===== config.mk =====
export PLATFORM = sky130hd
export DESIGN_NAME = ajuste_relogio
export DESIGN_NICKNAME = d
export VERILOG_FILES = /design/src/rtl/ajuste_relogio.sv
export SDC_FILE = /design/constraint.sdc
export NUM_CORES = 1
export LEC_CHECK = 0
export BUFFER_PORTS_ARGS = -buffer_cell sky130_fd_sc_hd__buf_2
export CORE_MARGIN = 4
export CORE_UTILIZATION = 49
export CTS_BUF_LIST = sky130_fd_sc_hd__clkbuf_8 sky130_fd_sc_hd__clkbuf_16
export DETAILED_ROUTE_END_ITERATION = 8
export HOLD_SLACK_MARGIN = 0.06
export MAX_ROUTING_LAYER = met4
export PLACE_DENSITY_LB_ADDON = 0.1
export SYNTH_ARGS = -nofsm -noshare
export SYNTH_HDL_FRONTEND = slang
export SYNTH_SLANG_ARGS = --single-unit

===== constraint.sdc =====
create_clock -name clk_in -period 2.7 [get_ports clk_in]
set_clock_uncertainty 0.15 [all_clocks]
set_input_delay 0.54 -clock clk_in [delete_from_list [all_inputs] [get_ports clk_in]]
set_output_delay 0.54 -clock clk_in [all_outputs]
set_load 0.01 [all_outputs]

===== src/rtl/ajuste_relogio.sv =====
`default_nettype none
// ============================================================================
// Module      : ajuste_relogio
// Description : Time-setting controller for a BCD HH:MM clock. Two raw push
//               buttons (mode, inc) are synchronised and debounced. A mode
//               press captures the running time into edit registers. Further
//               presses step through hour and minute editing, and end in a
//               one-cycle load strobe. The controller abandons an idle edit
//               after TIMEOUT cycles. The field being edited blinks.
// Ports       : clk_in            - clock; all state updates on falling edge
//               rst               - asynchronous active-high reset
//               btn_mode, btn_inc - raw buttons, high = pressed, asynchronous
//               cur_h2..cur_m1    - BCD digits of the running time
//               load              - one-cycle strobe to load the clock counters
//               load_h2..load_m1  - BCD edit values (valid while hold=1)
//               hold              - freeze the clock datapath while editing
//               blink_h, blink_m  - blank hour / minute digits
//               state             - RUN=00, SET_H=01, SET_M=10, COMMIT=11
// Revision    : 1.0 - initial release
// ============================================================================
module ajuste_relogio #(
    parameter int DEBOUNCE = 4,
    parameter int BLINK    = 37,
    parameter int TIMEOUT  = 1000
) (
    input  logic       clk_in,
    input  logic       rst,
    input  logic       btn_mode,
    input  logic       btn_inc,
    input  logic [3:0] cur_h2,
    input  logic [3:0] cur_h1,
    input  logic [3:0] cur_m2,
    input  logic [3:0] cur_m1,
    output logic       load,
    output logic [3:0] load_h2,
    output logic [3:0] load_h1,
    output logic [3:0] load_m2,
    output logic [3:0] load_m1,
    output logic       hold,
    output logic       blink_h,
    output logic       blink_m,
    output logic [1:0] state
);

    localparam int DB_W    = $clog2(DEBOUNCE + 1);
    localparam int IDLE_W  = $clog2(TIMEOUT + 1);
    localparam int BLINK_W = $clog2(BLINK + 1);

    localparam logic [DB_W-1:0]    c_db_full    = DB_W'(DEBOUNCE);
    localparam logic [IDLE_W-1:0]  c_idle_last  = IDLE_W'(TIMEOUT - 1);
    localparam logic [BLINK_W-1:0] c_blink_last = BLINK_W'(BLINK - 1);

    typedef enum logic [1:0] {
        ST_RUN    = 2'b00,
        ST_SET_H  = 2'b01,
        ST_SET_M  = 2'b10,
        ST_COMMIT = 2'b11
    } state_t;

    state_t r_state;
    state_t w_state_next;

    // ------------------------------------------------------------------
    // Button conditioning: bit 0 = mode, bit 1 = inc
    // ------------------------------------------------------------------
    logic [1:0] w_raw;
    logic [1:0] w_press;

    assign w_raw = {btn_inc, btn_mode};

    for (genvar gi = 0; gi < 2; gi++) begin : g_btn
        logic            r_sync1;
        logic            r_sync2;
        logic            r_level;
        logic            r_level_q;
        logic [DB_W-1:0] r_cnt;

        // The accepted level flips on the cycle after DEBOUNCE consecutive
        // mismatches have been counted. With the two synchroniser stages and
        // the edge detector, the press reaches the FSM 2+DEBOUNCE cycles
        // after the raw input is first sampled high.
        always_ff @(negedge clk_in or posedge rst) begin
            if (rst) begin
                r_sync1   <= 1'b0;
                r_sync2   <= 1'b0;
                r_level   <= 1'b0;
                r_level_q <= 1'b0;
                r_cnt     <= '0;
            end else begin
                r_sync1   <= w_raw[gi];
                r_sync2   <= r_sync1;
                r_level_q <= r_level;
                if (r_sync2 != r_level) begin
                    if (r_cnt == c_db_full) begin
                        r_level <= r_sync2;
                        r_cnt   <= '0;
                    end else begin
                        r_cnt <= r_cnt + 1'b1;
                    end
                end else begin
                    r_cnt <= '0;
                end
            end
        end

        // Rising edge only: releases and held buttons give no extra pulse.
        assign w_press[gi] = r_level & ~r_level_q;
    end

    logic w_mode_p;
    logic w_inc_p;

    assign w_mode_p = w_press[0];
    assign w_inc_p  = w_press[1];

    // ------------------------------------------------------------------
    // Edit registers, idle counter, FSM
    // ------------------------------------------------------------------
    logic [3:0]        r_h2, r_h1, r_m2, r_m1;
    logic [3:0]        w_h2, w_h1, w_m2, w_m1;
    logic [IDLE_W-1:0] r_idle;
    logic [IDLE_W-1:0] w_idle_next;
    logic              w_cap_h_ok;
    logic              w_cap_m_ok;

    // Out-of-range captured fields are zeroed one field at a time.
    assign w_cap_h_ok = ((cur_h2 < 4'd2) && (cur_h1 <= 4'd9)) ||
                        ((cur_h2 == 4'd2) && (cur_h1 <= 4'd3));
    assign w_cap_m_ok = (cur_m2 <= 4'd5) && (cur_m1 <= 4'd9);

    always_comb begin
        w_state_next = r_state;
        w_h2         = r_h2;
        w_h1         = r_h1;
        w_m2         = r_m2;
        w_m1         = r_m1;
        w_idle_next  = r_idle;

        unique case (r_state)
            ST_RUN: begin
                w_idle_next = '0;
                if (w_mode_p) begin
                    w_state_next = ST_SET_H;
                    w_h2 = w_cap_h_ok ? cur_h2 : 4'd0;
                    w_h1 = w_cap_h_ok ? cur_h1 : 4'd0;
                    w_m2 = w_cap_m_ok ? cur_m2 : 4'd0;
                    w_m1 = w_cap_m_ok ? cur_m1 : 4'd0;
                end
            end
            ST_SET_H: begin
                // mode is tested first so a coincident inc is discarded
                if (w_mode_p) begin
                    w_state_next = ST_SET_M;
                    w_idle_next  = '0;
                end else if (w_inc_p) begin
                    w_idle_next = '0;
                    if ((r_h2 == 4'd2) && (r_h1 == 4'd3)) begin
                        w_h2 = 4'd0;
                        w_h1 = 4'd0;
                    end else if (r_h1 == 4'd9) begin
                        w_h1 = 4'd0;
                        w_h2 = r_h2 + 4'd1;
                    end else begin
                        w_h1 = r_h1 + 4'd1;
                    end
                end else if (r_idle == c_idle_last) begin
                    w_state_next = ST_RUN;
                    w_idle_next  = '0;
                end else begin
                    w_idle_next = r_idle + 1'b1;
                end
            end
            ST_SET_M: begin
                if (w_mode_p) begin
                    w_state_next = ST_COMMIT;
                    w_idle_next  = '0;
                end else if (w_inc_p) begin
                    w_idle_next = '0;
                    if (r_m1 == 4'd9) begin
                        w_m1 = 4'd0;
                        w_m2 = (r_m2 == 4'd5) ? 4'd0 : (r_m2 + 4'd1);
                    end else begin
                        w_m1 = r_m1 + 4'd1;
                    end
                end else if (r_idle == c_idle_last) begin
                    w_state_next = ST_RUN;
                    w_idle_next  = '0;
                end else begin
                    w_idle_next = r_idle + 1'b1;
                end
            end
            ST_COMMIT: begin
                w_state_next = ST_RUN;
                w_idle_next  = '0;
            end
            default: begin
                w_state_next = ST_RUN;
                w_idle_next  = '0;
            end
        endcase
    end

    always_ff @(negedge clk_in or posedge rst) begin
        if (rst) begin
            r_state <= ST_RUN;
            r_h2    <= 4'd0;
            r_h1    <= 4'd0;
            r_m2    <= 4'd0;
            r_m1    <= 4'd0;
            r_idle  <= '0;
        end else begin
            r_state <= w_state_next;
            r_h2    <= w_h2;
            r_h1    <= w_h1;
            r_m2    <= w_m2;
            r_m1    <= w_m1;
            r_idle  <= w_idle_next;
        end
    end

    // ------------------------------------------------------------------
    // Blink phase: restarts low on entering an edit state, low otherwise
    // ------------------------------------------------------------------
    logic [BLINK_W-1:0] r_blink_cnt;
    logic               r_phase;
    logic               w_edit_next;
    logic               w_enter_edit;

    assign w_edit_next  = (w_state_next == ST_SET_H) || (w_state_next == ST_SET_M);
    assign w_enter_edit = w_edit_next && (w_state_next != r_state);

    always_ff @(negedge clk_in or posedge rst) begin
        if (rst) begin
            r_blink_cnt <= '0;
            r_phase     <= 1'b0;
        end else if (!w_edit_next || w_enter_edit) begin
            r_blink_cnt <= '0;
            r_phase     <= 1'b0;
        end else if (r_blink_cnt == c_blink_last) begin
            r_blink_cnt <= '0;
            r_phase     <= ~r_phase;
        end else begin
            r_blink_cnt <= r_blink_cnt + 1'b1;
        end
    end

    // ------------------------------------------------------------------
    // Outputs
    // ------------------------------------------------------------------
    assign state   = r_state;
    assign load    = (r_state == ST_COMMIT);
    assign hold    = (r_state != ST_RUN);
    assign blink_h = (r_state == ST_SET_H) & r_phase;
    assign blink_m = (r_state == ST_SET_M) & r_phase;
    assign load_h2 = r_h2;
    assign load_h1 = r_h1;
    assign load_m2 = r_m2;
    assign load_m1 = r_m1;

endmodule
`default_nettype wire


==> results.sh, run 1 <==
export IMPL_rows=26
export IMPL_yosys_cell_types_count=58
export IMPL_critical_path_arrival_ns=2.58
export IMPL_synth_edf_count=0
export IMPL_vias=2237
export IMPL_antenna_found_initial=0
export IMPL_power_density_mw_per_mm2=917.8
export IMPL_finalHoldViolCount=0
export IMPL_cpPeakStageDelay_ns=0.44
export IMPL_detail_route_wl_per_cell_um=12.46
export IMPL_synth_main_ff_cell="dfrtn_1"
export IMPL_cts_buffer_depth=2
export IMPL_cp_max_fo=3
export IMPL_cp_end_kind="output port"
export IMPL_relSlewSlack=0.5370
export IMPL_layout_drive_gt1_share=0.3187
export IMPL_path_class="register to output port"
export IMPL_crit_path_top_delay_cell="dfrtn_1"
export IMPL_coreArea_sq_mm=0.005238
export IMPL_run_status="finished, violations left"
export IMPL_ys_warnings_count=0
export IMPL_cp_data_required_time_ns=2.01
export IMPL_violations="setup timing"
export IMPL_area_growth_pct=30.18
export IMPL_drt_wl_total_um=5407
export IMPL_grt_max_degree=50
export IMPL_place_ws_ns=-0.3725
export IMPL_die_x_um=82.22
export IMPL_drcViolationCount=0
export IMPL_grt_pass1_vias=2089
export IMPL_netlist_area_sq_mm=0.002699
export IMPL_grt_overflow_total=0
export IMPL_cts_sinks=49
export IMPL_async_reset_ff_frac=1.000
export IMPL_nets=398
export IMPL_tightest_slew_ns=0.6930
export IMPL_drtIter0Drc=100
export IMPL_ctsHoldBuffers=0
export IMPL_tns_ns=-5.790
export IMPL_hpwl_um=3936
export IMPL_rsz0062_at_grt="yes"
export IMPL_cts_reportedPaths_clkPinSlew_ns=0.06
export IMPL_max_cap_violations=0
export IMPL_slew_violations=0
export IMPL_ys_seq_area_frac=0.4543
export IMPL_crit_family="flip-flops"
export IMPL_grt_first_pass_wirelength_um=8970
export IMPL_setup_viol=22
export IMPL_fp_dieH_um=82.22
export IMPL_gp_congestion=0.8522
export IMPL_synth_seq_cells=49
export IMPL_worst_path_buf_inv=2
export IMPL_antenna_cells=0
export IMPL_clk_latency_ns=0.30
export IMPL_fin_util=0.6708
export IMPL_final_antenna_net_count=0
export IMPL_port_buffers=41
export IMPL_total_power_w=0.003225
export IMPL_synth_nets=311
export IMPL_start_kind="register"
export IMPL_cts_tree="built"
export IMPL_cts_htree_levels=2
export IMPL_cts_buffers=5
export IMPL_post_drt_via_cell_ratio=5.154
export IMPL_worst_slack_ns=-0.5748
export IMPL_peakVddDrop_mv=0.3777
export IMPL_syn_area_per_cell_sq_um=9.778
export IMPL_clockRootBuffer="clkbuf_8"
export IMPL_p_leak_nw=1.626
export IMPL_synthCells=276
export IMPL_start_util=0.5153
export IMPL_io_pin_count=42
export IMPL_path_cells="inv_2 > ha_2 > and2_4 > buf_2"
export IMPL_drtPass1Iterations=4
export IMPL_whs_ns=0.1493
export IMPL_dieArea_sq_mm=0.006759
export IMPL_min_path_type="register to register"
export IMPL_grt_use_total=0.1756
## sequential cells by signal, indices dropped and copies added, names as in the netlist, 2 cells and up
signal	cells
g_btn.r_cnt	6
g_btn.r_level	2
g_btn.r_level_q	2
g_btn.r_sync1	2
g_btn.r_sync2	2
load_h1	4
load_h2	4
load_m1	4
load_m2	4
r_blink_cnt	6
r_idle	10
state	2
## path summary, 6_finish.rpt
kind	from	to	slack, ns	cells past startpoint
setup reg to reg	state[0]	r_blink_cnt[5]	0.29	10
hold / removal	g_btn[1].r_sync1	g_btn[1].r_sync2	0.15	0
min in group asynchronous	rst	r_idle[9]	1.38	3
hold reg to reg	g_btn[1].r_sync1	g_btn[1].r_sync2	0.15	0
setup / recovery	state[1]	blink_h	-0.57	4
max in group asynchronous	rst	load_m2[0]	0.78	3
## layout make-up
class	count	area (sq um)
Clock buffer	5	68.82
Tap cell	70	87.58
Timing Repair Buffer	84	581.8
Fill cell	410	1724
Multi-Input combinational cell	204	1431
Clock inverter	3	42.54
Sequential cell	49	1226
Inverter	19	75.07
## cells by family (layout without fill, tap and decap cells)
group                      count (synthesis)  after routing  synth area share
AOI/OAI and AO/OA                         57             57            0.1433
adders and majority gates                 15             15           0.06954
and+or+nand+nor                          110            110            0.2202
buffers and inverters                     23            111           0.03291
xor gates and xnor gates                  16             16           0.05193
DFF                                       49             49            0.4543
muxes                                      6              6           0.02782
## per-layer routing
metal | GRT usage | routed length [um]
met1 | 0.2086 | 2508
met2 | 0.2965 | 2598
met3 | 0.02820 | 212
met4 | 0.07143 | 87
met5 | - | 0
## through the flow
stage / instances / instance area, sq um
after global placement: 416 / 3262
final: 434 / 3513
after CTS: 431 / 3451
after detailed placement: 416 / 3262
after global routing: 434 / 3513
after floorplan: 276 / 2743
## cell usage after synthesis (2+ instances only)
cell,count,area (sq um)
a21oi_1,18,90.09
a22o_1,2,17.52
a31oi_1,5,31.28
and2_1,3,18.77
and3_1,3,18.77
buf_2,2,10.01
dfrtn_1,49,1226
ha_1,15,187.7
inv_1,19,71.32
mux2_2,2,22.52
mux2i_1,3,30.03
nand2_1,23,86.33
nand2b_1,4,25.02
nand3_1,10,50.05
nand4_1,6,37.54
nor2_1,33,123.9
nor2b_1,5,31.28
nor3_1,6,30.03
nor3b_1,2,15.01
nor4_1,2,12.51
o211ai_1,2,15.01
o21ai_0,12,60.06
xnor2_1,9,78.83
xor2_1,7,61.31
## report_power, final
part           internal [W]  total, W  switching [W]
combinational      0.000772   0.00164       0.000864
sequential         0.000938   0.00106       0.000124
clock              0.000275  0.000527       0.000252
## repair_timing
item | 4_1_cts | 5_1_grt
setup endpoints to repair | 28 | 28
pin swaps | 0 | 2
cloned | 0 | 0
buffers inserted | 7 | 3
gates resized for setup | 5 | 9
## cell usage in the layout, fill, tap and decap left out, types with 3 or more instances in the layout
master | synthesis | final
nor2_1 | 33 | 33
clkbuf_8 | 0 | 5
nand2b_1 | 4 | 4
nand2_1 | 23 | 23
a31oi_1 | 5 | 5
buf_2 | 2 | 35
xor2_1 | 7 | 7
o21ai_0 | 12 | 11
inv_1 | 19 | 17
nand3_1 | 10 | 10
ha_1 | 15 | 12
nor2b_1 | 5 | 5
dfrtn_1 | 49 | 49
xnor2_1 | 9 | 9
nand4_1 | 6 | 6
buf_4 | 0 | 41
buf_6 | 0 | 7
nor3_1 | 6 | 6
mux2i_1 | 3 | 3
and3_1 | 3 | 3
a21oi_1 | 18 | 18
No activity file was read; power rests on OpenSTA's default activity.
==> inputs of run 2 (changes only) <==
CORE_MARGIN = 2   (was 4)
CTS_BUF_LIST = unset   (was sky130_fd_sc_hd__clkbuf_8 sky130_fd_sc_hd__clkbuf_16)
==> run 2 against run 1 <==
Net effect:
- clock power shrank 19%
- first-iteration DRC count is 36% lower
- the run still ends with setup timing left
- global-route usage is 1.5 points higher
- critical path type unchanged
- largest cell class unchanged
- count of clock-buffer cells in the layout is 1 higher
==> results.sh, run 2 (synthesis results as in run 1) <==
export IMPL_grt_overflow_total=0
export IMPL_fp_dieH_um=78.22
export IMPL_worst_slack_ns=-0.5819
export IMPL_clk_latency_ns=0.30
export IMPL_violations="setup timing"
export IMPL_run_status="finished, violations left"
export IMPL_die_x_um=78.22
export IMPL_post_drt_via_cell_ratio=5.140
export IMPL_finalNonFillerCells=442
export IMPL_relSlewSlack=0.4929
export IMPL_dp_cells=420
export IMPL_largestRegisters="r_idle x10, g_btn.r_cnt x6, r_blink_cnt x6"
export IMPL_fin_util=0.6588
export IMPL_dr_wl_met3_um=186
export IMPL_min_path_type="register to register"
export IMPL_grt_pass1_vias=2099
export IMPL_cts_htree_levels=2
export IMPL_rows=27
export IMPL_rsz0062_at_grt="yes"
export IMPL_setup_viol=22
export IMPL_cp_data_required_time_ns=2.01
export IMPL_grt_first_pass_wirelength_um=9114
export IMPL_total_power_w=0.003159
export IMPL_power_density_mw_per_mm2=887.2
export IMPL_antenna_cells=0
export IMPL_fin_area_sq_mm=0.003561
export IMPL_layout_drive_gt1_share=0.3405
export IMPL_cp_max_fo=3
export IMPL_cts_reportedPaths_clkPinSlew_ns=0.06
export IMPL_largest_register="r_idle"
export IMPL_hpwl_um=3871
export IMPL_drt_met1_wl_um=2499
export IMPL_vias=2272
export IMPL_clockRootBuffer="clkbuf_8"
export IMPL_cts_buffer_depth=2
export IMPL_antenna_found_initial=0
export IMPL_place_area_sq_mm=0.003279
export IMPL_top_layer="met4"
export IMPL_grt_use_total=0.1907
export IMPL_met2_wirelength_um=2805
export IMPL_critical_path_arrival_ns=2.59
export IMPL_max_cap_violations=0
export IMPL_finalHoldViolCount=0
export IMPL_start_kind="register"
export IMPL_slew_violations=0
export IMPL_nets=404
export IMPL_drcViolationCount=0
export IMPL_cp_end_kind="output port"
export IMPL_final_cell_mix="dfrtn_1 (49), buf_4 (47), buf_2 (35)"
export IMPL_grt_max_degree=50
export IMPL_dieArea_sq_mm=0.006118
export IMPL_port_buffers=41
export IMPL_peakVddDrop_mv=0.4159
export IMPL_io_pin_count=42
export IMPL_drtIter0Drc=64
export IMPL_drt_wl_total_um=5535
export IMPL_area_growth_pct=31.94
export IMPL_drtPass1Iterations=4
export IMPL_final_common_cell="dfrtn_1"
export IMPL_tightest_slew_ns=0.7591
export IMPL_start_util=0.4993
export IMPL_p_leak_nw=1.634
export IMPL_cts_tree="built"
export IMPL_largest_reg_flops=10
export IMPL_cts_sinks=49
export IMPL_detail_route_wl_per_cell_um=12.52
export IMPL_coreArea_sq_mm=0.005405
export IMPL_final_antenna_net_count=0
export IMPL_path_class="register to output port"
export IMPL_gp_congestion=0.8184
export IMPL_cts_buffers=5
-- run 2: changes by cell type in the layout (fill, tap and decap cells not counted), moves of 2 or more --
| cell | previous run | this run |
|---|---|---|
| buf_4 | 41 | 47 |
| a21oi_1 | 18 | 15 |
| a21oi_2 | 0 | 3 |
| clkinvlp_4 | 1 | 3 |
-- run 2: per-layer routing --
layer,vias up,GRT usage
met4,0,0.05439
met5,-,-
li1,1151,-
met3,4,0.03448
met1,1082,0.2335
met2,35,0.3259
-- run 2: final timing paths --
check,depth (start not counted),slack [ns],from,end
max,4,-0.58,state[0],blink_m
min reg2reg,0,0.15,g_btn[0].r_sync1,g_btn[0].r_sync2
min in group asynchronous,3,1.38,rst,g_btn[0].r_cnt[2]
min,0,0.15,g_btn[0].r_sync1,g_btn[0].r_sync2
max in group asynchronous,3,0.76,rst,load_m2[2]
max reg2reg,7,0.41,state[0],load_h1[3]
-- run 2: area by class of cell --
type / count / area [sq um]
clock buffers: 6 / 72.57
clock inverters: 2 / 15.01
fillers: 445 / 1844
inverters: 19 / 75.07
multi-input cells: 204 / 1455
flip-flops and latches: 49 / 1226
well taps: 72 / 90.09
repair buffers: 90 / 626.9
-- run 2: critical path, stage by stage, from the launching register on --
cell     delay [ns]
dfrtn_1        0.47
inv_2          0.08
ha_4           0.15
and2_4         0.13
buf_6          0.11
-- run 2: through the flow --
stage / hold slack [ns] / setup WS, ns / TNS [ns]
finish: 0.1484 / -0.5819 / -6.064
CTS: 0.1511 / -0.5986 / -6.161
global placement: 0.1445 / -0.3331 / -4.034
floorplan: 0.1417 / -0.4122 / -2.459
detailed placement: 0.1507 / -0.3814 / -4.463
global route: 0.1506 / -0.6428 / -6.934
-- run 2: power breakdown --
part | leakage, nW | switching [W] | total [W] | internal [W]
registers | 0.641 | 0.000123 | 0.00106 | 0.000938
logic | 0.956 | 0.000887 | 0.00167 | 0.000785
clock network | 0.0374 | 0.000243 | 0.000426 | 0.000183
-- run 2: repair_timing --
item,in CTS,in global routing
gates resized for setup,9,10
setup endpoints to repair,28,25
pin swaps,4,1
buffers inserted,7,7
hold buffers,0,0
==> inputs of run 3 (changes only) <==
RECOVER_POWER = 25   (was unset)
==> run 3 against run 2 <==
Net effect:
- the flow still finishes with violations (setup timing)
- combinational power hardly changed
- core utilization is 0.53 points lower
- sequential share of layout area is 0.28 points higher
- sequential power hardly changed
- cell area is 0.81% lower
- count of clock-buffer cells in the layout stayed put
- critical endpoint unchanged
- largest cell class unchanged
==> results.sh, run 3 (synthesis results as in run 1) <==
export IMPL_run_status="finished, violations left"
export IMPL_violations="setup timing"
export IMPL_clockRootBuffer="clkbuf_8"
export IMPL_dieArea_sq_mm=0.006118
export IMPL_antenna_found_initial=0
export IMPL_largestRegisters="r_idle x10, g_btn.r_cnt x6, r_blink_cnt x6"
export IMPL_die_x_um=78.22
export IMPL_drtIter0Drc=58
export IMPL_path_cells="inv_2 > ha_4 > and2_4 > buf_6"
export IMPL_cts_tree="built"
export IMPL_grt_overflow_total=0
export IMPL_peakVddDrop_mv=0.4153
export IMPL_worst_path_buf_inv=2
export IMPL_largest_register="r_idle"
export IMPL_whs_ns=0.1483
export IMPL_total_power_w=0.003156
export IMPL_hpwl_um=3871
export IMPL_max_cap_violations=0
export IMPL_slew_violations=0
export IMPL_critical_path_arrival_ns=2.59
export IMPL_drt_wl_total_um=5546
export IMPL_vias=2271
export IMPL_fp_dieH_um=78.22
export IMPL_p_seq_frac=0.336
export IMPL_start_kind="register"
export IMPL_setup_viol=22
export IMPL_post_drt_via_cell_ratio=5.138
export IMPL_min_path_type="register to register"
export IMPL_place_ws_ns=-0.3814
export IMPL_layout_drive_gt1_share=0.3351
export IMPL_coreArea_sq_mm=0.005405
export IMPL_crit_path_top_delay_cell="dfrtn_1"
export IMPL_intPower_w=0.001903
export IMPL_rsz0062_at_grt="yes"
export IMPL_clockPowerShare=0.135
export IMPL_antenna_cells=0
export IMPL_cts_buffer_depth=2
export IMPL_power_density_mw_per_mm2=893.4
export IMPL_cp_data_required_time_ns=2.01
export IMPL_cts_buffers=5
export IMPL_cp_max_fo=3
export IMPL_worst_slack_ns=-0.5821
export IMPL_crit_family="flip-flops"
export IMPL_relSlewSlack=0.3575
export IMPL_p_leak_nw=1.626
export IMPL_area_growth_pct=30.88
export IMPL_cts_reportedPaths_clkPinSlew_ns=0.06
export IMPL_port_buffers=41
export IMPL_rows=27
export IMPL_cpPeakStageDelay_ns=0.47
export IMPL_p_switching_w=0.001253
export IMPL_final_cell_mix="dfrtn_1 (49), buf_4 (47), buf_2 (34)"
export IMPL_p_sw_frac=0.3969
export IMPL_detail_route_wl_per_cell_um=12.55
export IMPL_clk_latency_ns=0.30
export IMPL_final_common_cell="dfrtn_1"
export IMPL_cts_htree_levels=2
export IMPL_grt_pass1_vias=2099
export IMPL_grt_first_pass_wirelength_um=9114
export IMPL_tns_ns=-6.068
export IMPL_tightest_slew_ns=0.9550
export IMPL_cts_sinks=49
export IMPL_path_class="register to output port"
export IMPL_final_antenna_net_count=0
export IMPL_combPwrFrac=0.529
export IMPL_drcViolationCount=0
export IMPL_drtPass1Iterations=4
export IMPL_nets=404
export IMPL_gp_congestion=0.8184
export IMPL_grt_use_total=0.1907
export IMPL_grt_max_degree=50
export IMPL_io_pin_count=42
export IMPL_cp_end_kind="output port"
export IMPL_start_util=0.4993
export IMPL_largest_reg_flops=10
export IMPL_ctsHoldBuffers=0
export IMPL_finalHoldViolCount=0
==> run 3: cell types whose count changed in the layout (fill, tap and decap cells not counted) <==
cell      change
buf_2         -1
clkbuf_1      +1
buf_12        -1
clkbuf_4      +1
nor4_1        +1
nor4_4        -1
==> run 3: path summary, 6_finish.rpt <==
kind	cells past startpoint	endpoint	slack [ns]	from
max reg2reg	6	r_phase	0.21	r_idle[0]
min in group asynchronous	3	g_btn[0].r_cnt[2]	1.55	rst
max	4	blink_m	-0.58	state[0]
min reg2reg	0	g_btn[0].r_sync2	0.15	g_btn[0].r_sync1
max in group asynchronous	3	load_m2[2]	0.37	rst
min	0	g_btn[0].r_sync2	0.15	g_btn[0].r_sync1
==> run 3: what timing repair did <==
action / 4_1_cts / 5_1_grt
resized for setup: 9 / 10
buffers inserted: 7 / 7
pin swaps: 4 / 1
setup endpoints to repair: 28 / 25
==> run 3: power by group through the flow <==
stage	Combinational, W	Sequential (W)	Clock [W]
after floorplan	0.000882	0.00118	0
after global placement	0.00150	0.00107	0
after detailed placement	0.00152	0.00108	0
after CTS	0.00158	0.00106	0.000449
after global routing	0.00186	0.00109	0.000477
final	0.00167	0.00106	0.000427
==> run 3: routing by layer <==
metal / share of wire / GRT usage
met5: 0 / -
met4: 0.0079 / 0.05439
met3: 0.034 / 0.03448
met2: 0.51 / 0.3259
met1: 0.45 / 0.2335
==> run 3: area by class of cell <==
type,instances,area [sq um]
fillers,449,1873
inverters,19,75.07
clock inverters,2,15.01
well taps,72,90.09
clock buffers,6,72.57
multi-input cells,204,1440
repair buffers,90,613.1
flip-flops and latches,49,1226
==> run 3: per-stage QoR <==
step / instances / instance area, sq um / util
5_1_grt: 442 / 3532 / 0.6535
3_5_place_dp: 420 / 3279 / 0.6067
3_3_place_gp: 420 / 3279 / 0.6067
6_report: 442 / 3532 / 0.6535
2_1_floorplan: 276 / 2743 / -
4_1_cts: 435 / 3462 / 0.6405
